## config.mk

```make
export PLATFORM = sky130hd
export DESIGN_NAME = io_arbiter
export DESIGN_NICKNAME = d
export VERILOG_FILES = /design/src/rtl/io_arbiter.sv
export SDC_FILE = /design/constraint.sdc
export NUM_CORES = 1
export LEC_CHECK = 0
export ABC_CLOCK_PERIOD_IN_PS = 3100
export BUFFER_PORTS_ARGS = -buffer_cell sky130_fd_sc_hd__clkbuf_2
export CORE_MARGIN = 10
export CORE_UTILIZATION = 59
export DETAILED_ROUTE_END_ITERATION = 12
export PLACE_DENSITY_LB_ADDON = 0.3
export SYNTH_ARGS = -nofsm -noshare
export SYNTH_HDL_FRONTEND = slang
export SYNTH_SLANG_ARGS = --single-unit
```

## constraint.sdc

```tcl
create_clock -name clk -period 3.1 [get_ports clk]
set_input_delay 0.155 -clock clk [delete_from_list [all_inputs] [get_ports clk]]
set_output_delay 0.155 -clock clk [all_outputs]
set_load 0.03 [all_outputs]
```

## src/rtl/io_arbiter.sv

```systemverilog
// io_arbiter: merges a CPU output strobe and a debug valid/ready stream through per-source FIFOs
// into one registered output, round-robin on ties. Define IO_ARB_DROP_COUNT_EN for drop_count.

module io_arbiter_fifo #(
    parameter int WIDTH = 64,
    parameter int DEPTH = 4
) (
    input  logic             clk,
    input  logic             rst,
    input  logic             push,
    input  logic [WIDTH-1:0] push_data,
    input  logic             pop,
    output logic             full,
    output logic             empty,
    output logic [WIDTH-1:0] head
);
    localparam int AW = $clog2(DEPTH);

    logic [WIDTH-1:0] mem [DEPTH];
    logic [AW-1:0]    wptr;
    logic [AW-1:0]    rptr;
    logic [AW:0]      count;

    assign full  = (count == (AW+1)'(DEPTH));
    assign empty = (count == '0);
    assign head  = mem[rptr];

    // Pointers wrap naturally because DEPTH is a power of two.
    always_ff @(posedge clk) begin
        if (rst) begin
            wptr  <= '0;
            rptr  <= '0;
            count <= '0;
        end else begin
            if (push) wptr <= wptr + 1'b1;
            if (pop)  rptr <= rptr + 1'b1;
            case ({push, pop})
                2'b10:   count <= count + 1'b1;
                2'b01:   count <= count - 1'b1;
                default: count <= count;
            endcase
        end
    end

    always_ff @(posedge clk) begin
        if (push) mem[wptr] <= push_data;
    end
endmodule

module io_arbiter #(
    parameter int WIDTH = 64,
    parameter int DEPTH = 4
) (
    input  logic             clk,
    input  logic             rst,
    input  logic             cpu_wr,
    input  logic [WIDTH-1:0] cpu_data,
    input  logic             dbg_valid,
    input  logic [WIDTH-1:0] dbg_data,
    output logic             dbg_ready,
    output logic             out_valid,
    input  logic             out_ready,
    output logic [WIDTH-1:0] out_data,
    output logic             out_src,
    output logic             cpu_full,
    output logic             cpu_drop
`ifdef IO_ARB_DROP_COUNT_EN
    ,
    output logic [15:0]      drop_count
`endif
);
    logic             cpu_push;
    logic             cpu_pop;
    logic             cpu_empty;
    logic [WIDTH-1:0] cpu_head;
    logic             dbg_push;
    logic             dbg_pop;
    logic             dbg_full;
    logic             dbg_empty;
    logic [WIDTH-1:0] dbg_head;
    logic             last_grant;
    logic             out_free;
    logic             grant_any;
    logic             grant_dbg;
    logic             drop;

    // A full CPU FIFO drops the strobe even if the same edge pops it.
    assign drop      = cpu_wr & cpu_full;
    assign cpu_push  = cpu_wr & ~cpu_full & ~rst;
    assign dbg_ready = ~dbg_full;
    assign dbg_push  = dbg_valid & ~dbg_full & ~rst;
    assign out_free  = ~out_valid | out_ready;

    always_comb begin
        grant_any = 1'b0;
        grant_dbg = 1'b0;
        if (out_free) begin
            if (!cpu_empty && !dbg_empty) begin
                grant_any = 1'b1;
                grant_dbg = ~last_grant;
            end else if (!cpu_empty) begin
                grant_any = 1'b1;
            end else if (!dbg_empty) begin
                grant_any = 1'b1;
                grant_dbg = 1'b1;
            end
        end
    end

    assign cpu_pop = grant_any & ~grant_dbg & ~rst;
    assign dbg_pop = grant_any & grant_dbg & ~rst;

    io_arbiter_fifo #(.WIDTH(WIDTH), .DEPTH(DEPTH)) u_cpu_fifo (
        .clk       (clk),
        .rst       (rst),
        .push      (cpu_push),
        .push_data (cpu_data),
        .pop       (cpu_pop),
        .full      (cpu_full),
        .empty     (cpu_empty),
        .head      (cpu_head)
    );

    io_arbiter_fifo #(.WIDTH(WIDTH), .DEPTH(DEPTH)) u_dbg_fifo (
        .clk       (clk),
        .rst       (rst),
        .push      (dbg_push),
        .push_data (dbg_data),
        .pop       (dbg_pop),
        .full      (dbg_full),
        .empty     (dbg_empty),
        .head      (dbg_head)
    );

    // last_grant resets to debug so the CPU takes the first tie.
    always_ff @(posedge clk) begin
        if (rst) begin
            out_valid  <= 1'b0;
            out_data   <= '0;
            out_src    <= 1'b0;
            last_grant <= 1'b1;
            cpu_drop   <= 1'b0;
        end else begin
            cpu_drop <= drop;
            if (out_free) begin
                out_valid <= grant_any;
                if (grant_any) begin
                    out_data   <= grant_dbg ? dbg_head : cpu_head;
                    out_src    <= grant_dbg;
                    last_grant <= grant_dbg;
                end
            end
        end
    end

`ifdef IO_ARB_DROP_COUNT_EN
    always_ff @(posedge clk) begin
        if (rst) begin
            drop_count <= '0;
        end else if (drop && drop_count != 16'hFFFF) begin
            drop_count <= drop_count + 16'd1;
        end
    end
`endif
endmodule

```

-- Yosys cells after proc, flatten, opt, wreduce, memory -nomap -nowiden
Memory sizes are Yosys's and may differ from the RTL's. A register that Yosys moved wholly into a read port is not among the register bits.
Index checks and enable logic that the tools add are counted.
- memories kept: 2
- register bits after elaboration: 82
- output and inout bits: 69
- bits in writable memories: 512
- memories (name ; words ; width ; read ports ; clocked after Yosys merged registers in ; wr ports ; RTL line ; source):
    u_cpu_fifo.mem ; 4 ; 64 ; 1 ; 1 ; 1 ; 19 ; logic [WIDTH-1:0] mem [DEPTH];
    u_dbg_fifo.mem ; 4 ; 64 ; 1 ; 1 ; 1 ; 19 ;
- equal/unequal tests: 6
- reductions and logical operators: 8
- $add $sub $neg: 8
- mux-type cells: 18
- bitwise operators: 16
- operators by type and width (operator ; count):
    2-to-1 mux 64 bit ; 1
    one-hot mux 3 bit (2 select lines) ; 2
    2-to-1 mux 1 bit ; 11
    bitwise AND 1 bit ; 9
    adder 2 x 1 -> 2 bit, second input constant ; 4
    2-to-1 mux 2 bit ; 4
    adder 3 x 1 -> 3 bit, second input constant ; 2
    == test 3 bit, second input constant ; 2
    logical NOT 3 bit ; 2
    NOT 1 bit ; 6
    subtractor 3 x 1 -> 3 bit, second input constant ; 2
    == test 2 x 1 -> 1 bit, second input constant ; 2
    == test 2 bit, second input constant ; 2
    nonzero test 2 bit ; 2
    logical NOT 1 bit ; 2
    AND reduction 2 bit ; 1
    logical AND 1 bit ; 1
    bitwise OR 1 bit ; 1

-- Logic depth before layout (Yosys ltp)
Gate-level depths: netlist of run 1.
- depth after elaboration: 10
- mapped depth: 12

-- Cells and area by module
A second synthesis of run 1 with hierarchy kept.
- cell total of the unflattened synthesis: 1155
- area total of the unflattened synthesis: 22894.5 µm²
- by module, submodules not included (module ; sequential area each (µm²) ; cells each ; times used ; area an instance (µm²)):
    io_arbiter_fifo ; 7867.5 ; 381 ; 2 ; 9744.3
    io_arbiter ; 1361.3 ; 393 ; 1 ; 3405.8

-- Worst setup path after synthesis of run 1
OpenSTA, ideal clock, no wires.
- path type: register -> register
- start point: register u_dbg_fifo.count[0]
- end point: memory u_dbg_fifo.mem[0][0], enable pin
- stages on the path, launching flop included: 5
- slack: 0.103 ns
- data arrival time: 2.568 ns
- buffers on the path: 0
- path through: dfxtp_1 -> or3b_1 -> nand2_1 -> nor2_1 -> and2_1
- cells in the longest elaborated chain, start to end: 6
- RTL lines (item ; RTL line ; source):
    from (decl) ; 22 ; logic [AW:0] count;
    from (signal assigned) ; 38 ; 2'b10: count <= count + 1'b1;
    from (signal assigned) ; 39 ; 2'b01: count <= count - 1'b1;
    from (signal assigned) ; 40 ; default: count <= count;
    == test 3 bit ; 24 ; assign full = (count == (AW+1)'(DEPTH));
    NOT 1 bit ; -- ;
    net dbg_ready ; 60 ; output logic dbg_ready,
    bitwise AND 1 bit (2 in a row) ; 91 ; assign dbg_push = dbg_valid & ~dbg_full & ~rst;
    2-to-1 mux 1 bit ; 46 ; if (push) mem[wptr] <= push_data;
    2-to-1 mux 1 bit (implied by the code) ; 46 ;
    to (decl) ; 19 ;
The timed path passes the listed nets, and every way through them passes these cells.

-- Final worst setup path of run 1
- start point: register u_cpu_fifo.count[0]
- end point: register u_dbg_fifo.count[2]
- cells in the longest elaborated chain, start to end: 9
- elaborated cells between the ends (all ways): 15
- classes of those cells: 2 x eq/ne; 7 x mux; 2 x bitwise; 4 x reduce/logical
- RTL lines (item ; RTL line ; source):
    from (decl) ; 22 ;
    from (signal assigned) ; 38 ;
    from (signal assigned) ; 39 ;
    from (signal assigned) ; 40 ;
    logical NOT 3 bit * ; 25 ; assign empty = (count == '0);
    logical NOT 1 bit ; -- ;
    logical AND 1 bit ; 98 ; if (!cpu_empty && !dbg_empty) begin
    2-to-1 mux 1 bit ; 98 ;
    2-to-1 mux 1 bit ; 97 ; if (out_free) begin
    bitwise AND 1 bit * (2 in a row) ; 111 ; assign dbg_pop = grant_any & grant_dbg & ~rst;
    net dbg_pop ; 77 ; logic dbg_pop;
    == test 2 x 1 -> 1 bit or == test 2 bit (tied branches) ; 37 ; case ({push, pop})
    one-hot mux 3 bit (2 select lines) or nonzero test 2 bit (tied branches) ; -- ;
The timed path passes the listed nets; every way through them passes the cells marked *.
A chain may end at the register's enable or synchronous reset.

==> metrics, run 1 <==
Clock Pin Slew Worst Setup and Hold Paths 0.06 ns; CP arrival 3.04 ns; DR iter-0 viols 1,055; WL final 49.15 mm; remaining global-route overflow 0; Detailed Routing Iterations Pass 1 5; post-cts repair resize count 0; RSZ-0062 raised after global routing false; crit share post-route 81.55%; Leakage Power 9.647 nW; root buf cell clkbuf_16; Ys Warns 0; Post-Place Cells 1,753; minimum clock period 2.528 ns; most common cell after layout, fill and taps aside edfxtp_1; ys async rst share 0%; Worst-Margin Slew 0.9654 ns; area grow syn2layout 21.85%; peak supply drop 1.174 mV; Syn Inst Count 1,073; FMAX 0.3956 GHz; Clk Latency, worst-skew pair 0.59 ns; core area 37,760 um2; ys flop type edfxtp_1; Critical path origin u_cpu_fifo.count[0]$_SDFFE_PP0P_; die area 46,640 um2; Routed WL per cell 24.66 um; share of cells above drive strength 1 35.16%; Post-synth EDFFs 512; final RePlAce weighted congestion 0.7592; antenna-violating nets left 0; synthesized cell area 22,660 um2; GRT Resource Usage Total 21.31%; final hold viol count 0; first-pass GRT wire length 76.09 mm; initial core utilization 60.01%; Reg-to-Reg Start u_cpu_fifo.count[0]$_SDFFE_PP0P_; DR vias 11,556; Setup crit start kind register; TNS Setup 0 ns; fill cell count 2,225; Critical Path Fanout Max 5; I/O pins 202; Worst setup EP type register; flops & latches, synth 598; Sink Count 598; syn_area_per_cell 21.11 um2; slew margin rel. 35.64%; post-layout power 0.02346 W; sequential area share after synthesis 75.46%; # port buffers 201; largest net degree at the start of global routing 89; syn_nets 1,218; Power Dens Cells 849.7 nW/um2; flop2flop setup slack 0.57 ns; WS Path Type register to register; vias in the first global route 12,353; Hold Crit Class input port to register; H-tree depth 2; most frequent cells in the layout edfxtp_1, clkbuf_2, dlygate4sd3_1; CTS tree done; Avg Vias per Cell 5.798; Clock Skew 0.01121 ns; MaxCap Viol Count 0; die height 216.0 um; post-synth cell types 38; fin cells 1,993; Pins Over Slew Limit 0; Num CTS Buffers 56; hold slack 0.06854 ns; Hold Path Origin rst; maximum clock insertion buffer count 3; row cnt 71; status finished, final reports clean; die width 216.0 um; initial antenna violation count 6; nets 1,575; CP Data Required Time 3.62 ns; dpl hpwl 28.87 mm; DRC Markers 0; final setup vio count 0
[per-stage QoR]
step | util, % | cell area, um2 | worst slack (ns)
floorplan | - | 22660 | 0.1032
global placement | 64.58 | 24380 | 0.7459
detailed placement | 64.58 | 24380 | 0.6556
CTS | 73.08 | 27590 | 0.6286
global route | 73.12 | 27610 | 0.4759
finish | 73.12 | 27610 | 0.5720
[what timing repair did]
action,CTS,global route
endpoints found under the hold margin,515,0
buffers inserted,0,0
hold buffers,130,0
[worst paths after layout]
kind | cells past startpoint | endpoint
worst min-delay path | 2 | out_src$_SDFFE_PP0P_
worst min register to register | 2 | u_dbg_fifo.wptr[1]$_SDFFE_PP0P_
worst max register to register | 9 | u_dbg_fifo.count[2]$_SDFFE_PP0P_
worst max-delay path | 9 | u_dbg_fifo.count[2]$_SDFFE_PP0P_
[state kept, by name (all words and copies together), names as in the netlist, named ones only]
name / flops
last_grant: 1
out_src: 1
cpu_drop: 1
u_cpu_fifo.count: 3
u_cpu_fifo.rptr: 2
u_cpu_fifo.mem: 256
out_valid: 1
u_dbg_fifo.rptr: 2
u_cpu_fifo.wptr: 2
u_dbg_fifo.count: 3
u_dbg_fifo.mem: 256
out_data: 64
u_dbg_fifo.wptr: 2
[Yosys cell counts (2+ instances only)]
cell type / number / share of area (%)
nor2_1: 83 / 1.4
mux2i_1: 64 / 2.8
inv_1: 12 / 0.20
or3_1: 4 / 0.11
a21oi_1: 7 / 0.15
o31ai_1: 2 / 0.066
and2_1: 8 / 0.22
mux4_2: 128 / 13
buf_2: 24 / 0.53
a211oi_2: 64 / 3.5
ha_1: 10 / 0.55
dfxtp_1: 86 / 7.6
nand2_1: 3 / 0.050
edfxtp_1: 512 / 68
clkbuf_1: 27 / 0.45
buf_12: 6 / 0.53
fa_1: 2 / 0.18
o21ai_0: 2 / 0.044
buf_4: 2 / 0.066
xnor2_1: 3 / 0.12
xor2_1: 7 / 0.27
[layout make-up]
class / count / area (um2) / area share (%)
diodes: 6 / 15.01 / 0.05439
clock buffers: 80 / 1623 / 5.878
clock inverters: 24 / 286.5 / 1.038
inverters: 12 / 45.04 / 0.1632
multi-input cells: 402 / 5184 / 18.78
flip-flops and latches: 598 / 17110 / 61.98
well taps: 511 / 639.4 / 2.316
repair buffers: 360 / 2703 / 9.790
[logic make-up after synthesis]
| family | Yosys count | share of synthesized area, % |
|---|---|---|
| flops | 598 | 75.46 |
| fa+ha+maj | 12 | 0.7290 |
| xor+xnor | 10 | 0.3866 |
| buf+inv | 73 | 1.811 |
| compound gates | 80 | 3.965 |
| mux | 192 | 15.55 |
| simple gates | 108 | 2.093 |
[worst max-delay path, cell delays in order (launching register included)]
cell and delay [ns]:
dfxtp_1 0.35, o31ai_1 0.56, nand3_4 0.15, nor2_1 0.13, ha_1 0.20, inv_1 0.07
fa_1 0.38, xor2_1 0.16, or3_1 0.31, a21oi_1 0.15
[power by group]
group	total (W)	leakage, nW	internal, W	switching, W
Sequential	0.00991	5.36	0.00945	0.000459
Clock	0.00703	0.938	0.00420	0.00283
Combinational	0.00652	3.34	0.00258	0.00394
Total	0.0235	9.65	0.0162	0.00722
[metal layers]
metal  global-route usage (%)  wire length (um)  vias up
met4                    5.896               827        0
met1                    27.54             19490     6000
met3                    4.350              3184       60
met5                        0                 0        -
li1                         -                 -     5102
met2                    36.24             25640      394
Note: power is estimated with default switching activity, not from simulation.
==> run 2: changes to the inputs <==
ABC_CLOCK_PERIOD_IN_PS = 2100   (was 3100)
CORE_UTILIZATION = 53   (was 59)
clock period = 2.1 ns   (was 3.1 ns; I/O delays follow)
==> run 2 against run 1 <==
The run now ends with setup timing left; combinational power increased by 60%; setup slack lost 0.59 ns; sequential power is 47% higher; non-clock buffer count rose by 27; routed wire length grew 1.2%; total power is 49% higher; global-route usage is 1.5 points lower; first-iteration DRC count decreased by 22%; design area rose by 1.6%; register-to-register slack got worse by 0.59 ns; critical path type unchanged.
==> metrics, run 2 (synthesis gave the netlist of run 1 again) <==
I/O pins 202 (unchanged); Leakage Power 9.787 nW (+1.4%); die height 226.8 um (+5.0%); DRC Markers 0 (unchanged); WL final 49.75 mm (+1.2%); biggest regs u_cpu_fifo.mem: 256 flops, u_dbg_fifo.mem: 256 flops, out_data: 64 flops; Routed WL per cell 24.30 um (-1.4%); initial antenna violation count 2 (-4); Clock Skew 0.01728 ns (+0.006067 ns); worst slack at placement -0.04154 ns (-0.6972 ns); core area 42,130 um2 (+12%); Setup WS post-layout -0.02269 ns (-0.5947 ns); initial core utilization 53.77% (-6.2 points); MaxCap Viol Count 0 (unchanged); die area 51,420 um2 (+10%); largest net degree at the start of global routing 65 (-27%); area grow syn2layout 23.85%; crit share post-route 101.1% (+20 points); CP arrival 2.64 ns (-0.40 ns); Worst setup EP type register; Num CTS Buffers 57 (+1.8%); most common cell after layout, fill and taps aside edfxtp_1; Util after Layout 66.60% (-6.5 points); failing checks setup timing; Pins Over Slew Limit 0 (unchanged); Clk Latency, worst-skew pair 0.60 ns (about the same); # port buffers 201 (unchanged); dpl hpwl 29.46 mm (+2.0%); post-layout power 0.03486 W (+49%); minimum clock period 2.123 ns (-0.4053 ns); Setup crit start kind register; Power Dens Cells 1242 nW/um2 (+46%); flop2flop setup slack -0.02 ns (-0.59 ns); placed cell areas 24,820 um2 (+1.8%); H-tree depth 2 (unchanged); maximum clock insertion buffer count 3 (unchanged); fill cell count 2,718 (+22%); hold slack 0.2681 ns (+0.1996 ns); slew margin rel. 51.16% (+16 points); most frequent cells in the layout edfxtp_1, clkbuf_2, dlygate4sd3_1; final setup vio count 1 (+1); peak supply drop 1.149 mV (-2.2%); Critical Path Fanout Max 5 (unchanged); FMAX 0.4711 GHz (+19%); antenna-violating nets left 0 (unchanged); vias in the first global route 12,455 (+0.83%); GRT Resource Usage Total 19.84% (-1.5 points); CP Data Required Time 2.62 ns (-1.00 ns); first-pass GRT wire length 76.01 mm (about the same); DR iter-0 viols 820 (-22%); remaining global-route overflow 0 (unchanged); share of cells above drive strength 1 37.23% (+2.1 points); DR vias 11,577 (+0.18%); Avg Vias per Cell 5.656 (-2.5%); die width 226.8 um (+5.0%); final RePlAce weighted congestion 0.7498 (-1.2%); Detailed Routing Iterations Pass 1 5 (unchanged); root buf cell clkbuf_16; nets 1,603 (+1.8%); RSZ-0062 raised after global routing true; Sink Count 598 (unchanged); CTS tree done; Worst-Margin Slew 0.7325 ns (-0.2328 ns); status complete, but fails checks; Clock Pin Slew Worst Setup and Hold Paths 0.06 ns (about the same); WS Path Type register to register; Hold Crit Class input port to register; post-route cell area 28,060 um2 (+1.6%); final hold viol count 0 (unchanged); row cnt 75 (+5.6%)
-- run 2: cell types whose count changed in the layout (fill, tap and decap cells not counted), sizes merged --
cell,delta
buf,+24
bufinv,-4
clkbuf,+11
clkinv,-8
clkinvlp,+4
diode,-5
dlygate4sd3,+3
inv,+1
-- run 2: final timing paths --
| kind | from | to | cells past startpoint |
|---|---|---|---|
| worst max-delay path | u_dbg_fifo.count[2]$_SDFFE_PP0P_ | u_dbg_fifo.count[2]$_SDFFE_PP0P_ | 10 |
| worst min-delay path | dbg_data[21] | u_dbg_fifo.mem[2][21]$_DFFE_PP_ | 2 |
| worst max register to register | u_dbg_fifo.count[2]$_SDFFE_PP0P_ | u_dbg_fifo.count[2]$_SDFFE_PP0P_ | 10 |
| worst min register to register | out_src$_SDFFE_PP0P_ | out_src$_SDFFE_PP0P_ | 2 |
-- run 2: stage by stage --
| stage | std cells | setup TNS, ns |
|---|---|---|
| after global routing | 2047 | -0.1801 |
| after global placement | 1802 | -0.02436 |
| after floorplan | 1073 | -7.980 |
| final | 2047 | -0.02269 |
| after detailed placement | 1802 | -0.05433 |
| after CTS | 2044 | -0.03483 |
-- run 2: where the power goes --
| part | internal, W | switching (W) | total [W] |
|---|---|---|---|
| registers | 0.0140 | 0.000586 | 0.0146 |
| clock network | 0.00580 | 0.00415 | 0.00994 |
| logic | 0.00432 | 0.00605 | 0.0104 |
| total | 0.0241 | 0.0108 | 0.0349 |
-- run 2: repair_timing --
action,CTS,global route
endpoints found under the hold margin,521,0
pin swaps,3,0
setup endpoints to repair,2,3
buffers inserted,1,2
resized for setup,5,8
hold buffers,133,0
-- run 2: cell type report --
type	count	area [um2]	area share (%)
flip-flops and latches	598	17120	61.02
multi-input cells	402	5276	18.80
repair buffers	387	3100	11.05
clock buffers	91	1667	5.940
well taps	539	674.4	2.403
clock inverters	17	171.4	0.6109
inverters	12	45.04	0.1605
diodes	1	2.502	0.008918
-- run 2: critical path, cell delays in order, from the launching register on --
cell and delay, ns:
dfxtp_2 0.36, or3b_4 0.41, nand2_4 0.08, nor2_4 0.03, inv_2 0.06, ha_4 0.12, inv_2 0.03, fa_2 0.34
xor2_2 0.15, or3_1 0.33, a21oi_2 0.13
-- run 2: layer usage --
layer  track usage [%]  up-vias  wire length [um]
met5                 0        -                 7
met4             4.501        2               743
met3             4.070       60              2738
met2             34.82      313             26310
met1             24.94     6059             19960
li1                  -     5143                 -
==> run 3: changes to the inputs <==
CTS_CLUSTER_DIAMETER = 150   (was default)
RECOVER_POWER = 50   (was default)
==> run 3 against run 2 <==
Cell count unchanged; die area unchanged; maximum frequency about the same; clock-buffer cell count unchanged; register-to-register slack about the same; sequential share of layout area increased by 0.35 points; the flow still finishes with violations (setup timing); largest cell class unchanged; clock power about the same; clock skew increased by 0.0033 ns; non-clock buffer count unchanged; worst hold slack improved by 0.033 ns; core utilization decreased by 0.38 points; sequential cell count unchanged.
==> metrics, run 3 (synthesis gave the netlist of run 1 again) <==
final hold viol count 0 (unchanged); post-layout power 0.03484 W (about the same); most common cell after layout, fill and taps aside edfxtp_1; # port buffers 201 (unchanged); RSZ-0062 raised after global routing true; slew margin rel. 51.24% (+0.078 points); Flop pwr share 41.8% (about the same); die width 226.8 um (unchanged); status complete, but fails checks; I/O pins 202 (unchanged); Setup WS post-layout -0.02261 ns (+0.00007750 ns); Sink Count 598 (unchanged); most frequent cells in the layout edfxtp_1, clkbuf_1, dlygate4sd3_1; crit share post-route 101.1% (about the same); Detailed Routing Iterations Pass 1 5 (unchanged); Power Dens Cells 1249 nW/um2 (+0.53%); Clock Skew 0.02060 ns (+0.003323 ns); die area 51,420 um2 (unchanged); remaining global-route overflow 0 (unchanged); fill cell count 2,777 (+2.2%); initial antenna violation count 2 (unchanged); largest net degree at the start of global routing 65 (unchanged); busiest grt layer met2; Clk pwr share 28.6% (about the same); dpl hpwl 29.46 mm (unchanged); row cnt 75 (unchanged); GRT Resource Usage Total 19.84% (unchanged); first-pass GRT wire length 76.01 mm (unchanged); DR iter-0 viols 789 (-3.8%); die height 226.8 um (unchanged); Worst-Margin Slew 0.7314 ns (-0.001165 ns); M3 GR Usage 4.070% (unchanged); biggest regs u_cpu_fifo.mem: 256 flops, u_dbg_fifo.mem: 256 flops, out_data: 64 flops; Setup crit start kind register; DRC Markers 0 (unchanged); Leakage Power 9.403 nW (-3.9%); Clock Pin Slew Worst Setup and Hold Paths 0.06 ns (about the same); CP Data Required Time 2.62 ns (about the same); initial core utilization 53.77% (unchanged); Psw 0.01080 W (+0.16%); Pins Over Slew Limit 0 (unchanged); Avg Vias per Cell 5.665 (+0.17%); nets 1,603 (unchanged); H-tree depth 2 (unchanged); Sw Ratio 30.98% (+0.062 points); peak supply drop 1.151 mV (+0.17%); grt met2 use 34.82% (unchanged); FMAX 0.4711 GHz (about the same); vias in the first global route 12,455 (unchanged); core area 42,130 um2 (unchanged); share of cells above drive strength 1 28.67% (-8.6 points); failing checks setup timing; Util after Layout 66.21% (-0.38 points); Hold Crit Class input port to register; Worst setup EP type register; Int Pwr 0.02405 W (-0.13%); final setup vio count 1 (unchanged); CTS tree done; antenna-violating nets left 0 (unchanged); CP arrival 2.64 ns (about the same); root buf cell clkbuf_16; Comb pwr share 29.7% (about the same); final RePlAce weighted congestion 0.7498 (unchanged); Critical Path Fanout Max 5 (unchanged); hold slack 0.3016 ns (+0.03347 ns); WS Path Type register to register; minimum clock period 2.123 ns (-0.00007750 ns); area grow syn2layout 23.14%; met1 Resource Use GR 24.94% (unchanged); Clk Latency, worst-skew pair 0.60 ns (about the same); DR vias 11,597 (+0.17%); WL final 49.81 mm (+0.12%); MaxCap Viol Count 0 (unchanged); maximum clock insertion buffer count 3 (unchanged); Routed WL per cell 24.33 um (+0.12%); Num CTS Buffers 57 (unchanged)
-- run 3: cell counts in the layout (fill, tap and decap cells not counted) --
Identical to the previous run, type by type.
-- run 3: area by class of cell --
class | count | area, um2 | share of cell area (%)
multi-input combinational | 402 | 5276 | 18.91
sequential | 598 | 17120 | 61.38
tap | 539 | 674.4 | 2.417
clock buffer | 91 | 1667 | 5.974
inverter | 12 | 45.04 | 0.1615
antenna | 1 | 2.502 | 0.008970
timing repair buffer | 387 | 2939 | 10.54
clock inverter | 17 | 171.4 | 0.6144
-- run 3: path summary, 6_finish.rpt --
| check | from | endpoint | slack, ns | cells after the start |
|---|---|---|---|---|
| min reg2reg | out_src$_SDFFE_PP0P_ | out_src$_SDFFE_PP0P_ | 0.52 | 2 |
| min | dbg_data[37] | u_dbg_fifo.mem[3][37]$_DFFE_PP_ | 0.30 | 2 |
| max reg2reg | u_dbg_fifo.count[2]$_SDFFE_PP0P_ | u_dbg_fifo.count[2]$_SDFFE_PP0P_ | -0.02 | 10 |
| max | u_dbg_fifo.count[2]$_SDFFE_PP0P_ | u_dbg_fifo.count[2]$_SDFFE_PP0P_ | -0.02 | 10 |
-- run 3: metal layers --
metal  share of wire (%)  up-vias
met5               0.014        -
met4                 1.5        2
met3                 5.1       61
met2                  53      296
met1                  41     6096
li1                    -     5142
-- run 3: stage by stage --
step	setup slack, ns	area, um2	TNS, ns	cells
after detailed placement	-0.04154	24820	-0.05433	1802
after global routing	-0.1058	27900	-0.1801	2047
after global placement	-0.02436	24820	-0.02436	1802
after floorplan	-0.1526	22730	-7.980	1073
after CTS	-0.01992	28000	-0.03483	2044
final	-0.02261	27900	-0.02261	2047
-- run 3: power by group through the flow --
stage	Sequential (W)	Combinational, W	Clock [W]
after floorplan	0.0154	0.00677	0
after global placement	0.0147	0.0100	0
after detailed placement	0.0148	0.0102	0
after CTS	0.0146	0.0105	0.0102
after global routing	0.0146	0.0112	0.0106
final	0.0146	0.0103	0.00995
-- run 3: repair_timing --
| action | 4_1_cts | 5_1_grt |
|---|---|---|
| cloned | 0 | 0 |
| gates resized for setup | 5 | 8 |
| pin swaps | 3 | 0 |
| setup buffers | 1 | 2 |
| hold buffers | 133 | 0 |
| endpoints found under the hold margin | 521 | 0 |
| setup endpoints to repair | 2 | 3 |
-- run 3: critical path: stages (launching register included) --
cell	delay, ns
dfxtp_2	0.36
or3b_4	0.41
nand2_4	0.08
nor2_4	0.03
inv_2	0.06
ha_4	0.12
inv_2	0.03
fa_2	0.34
xor2_2	0.15
or3_1	0.33
a21oi_2	0.13
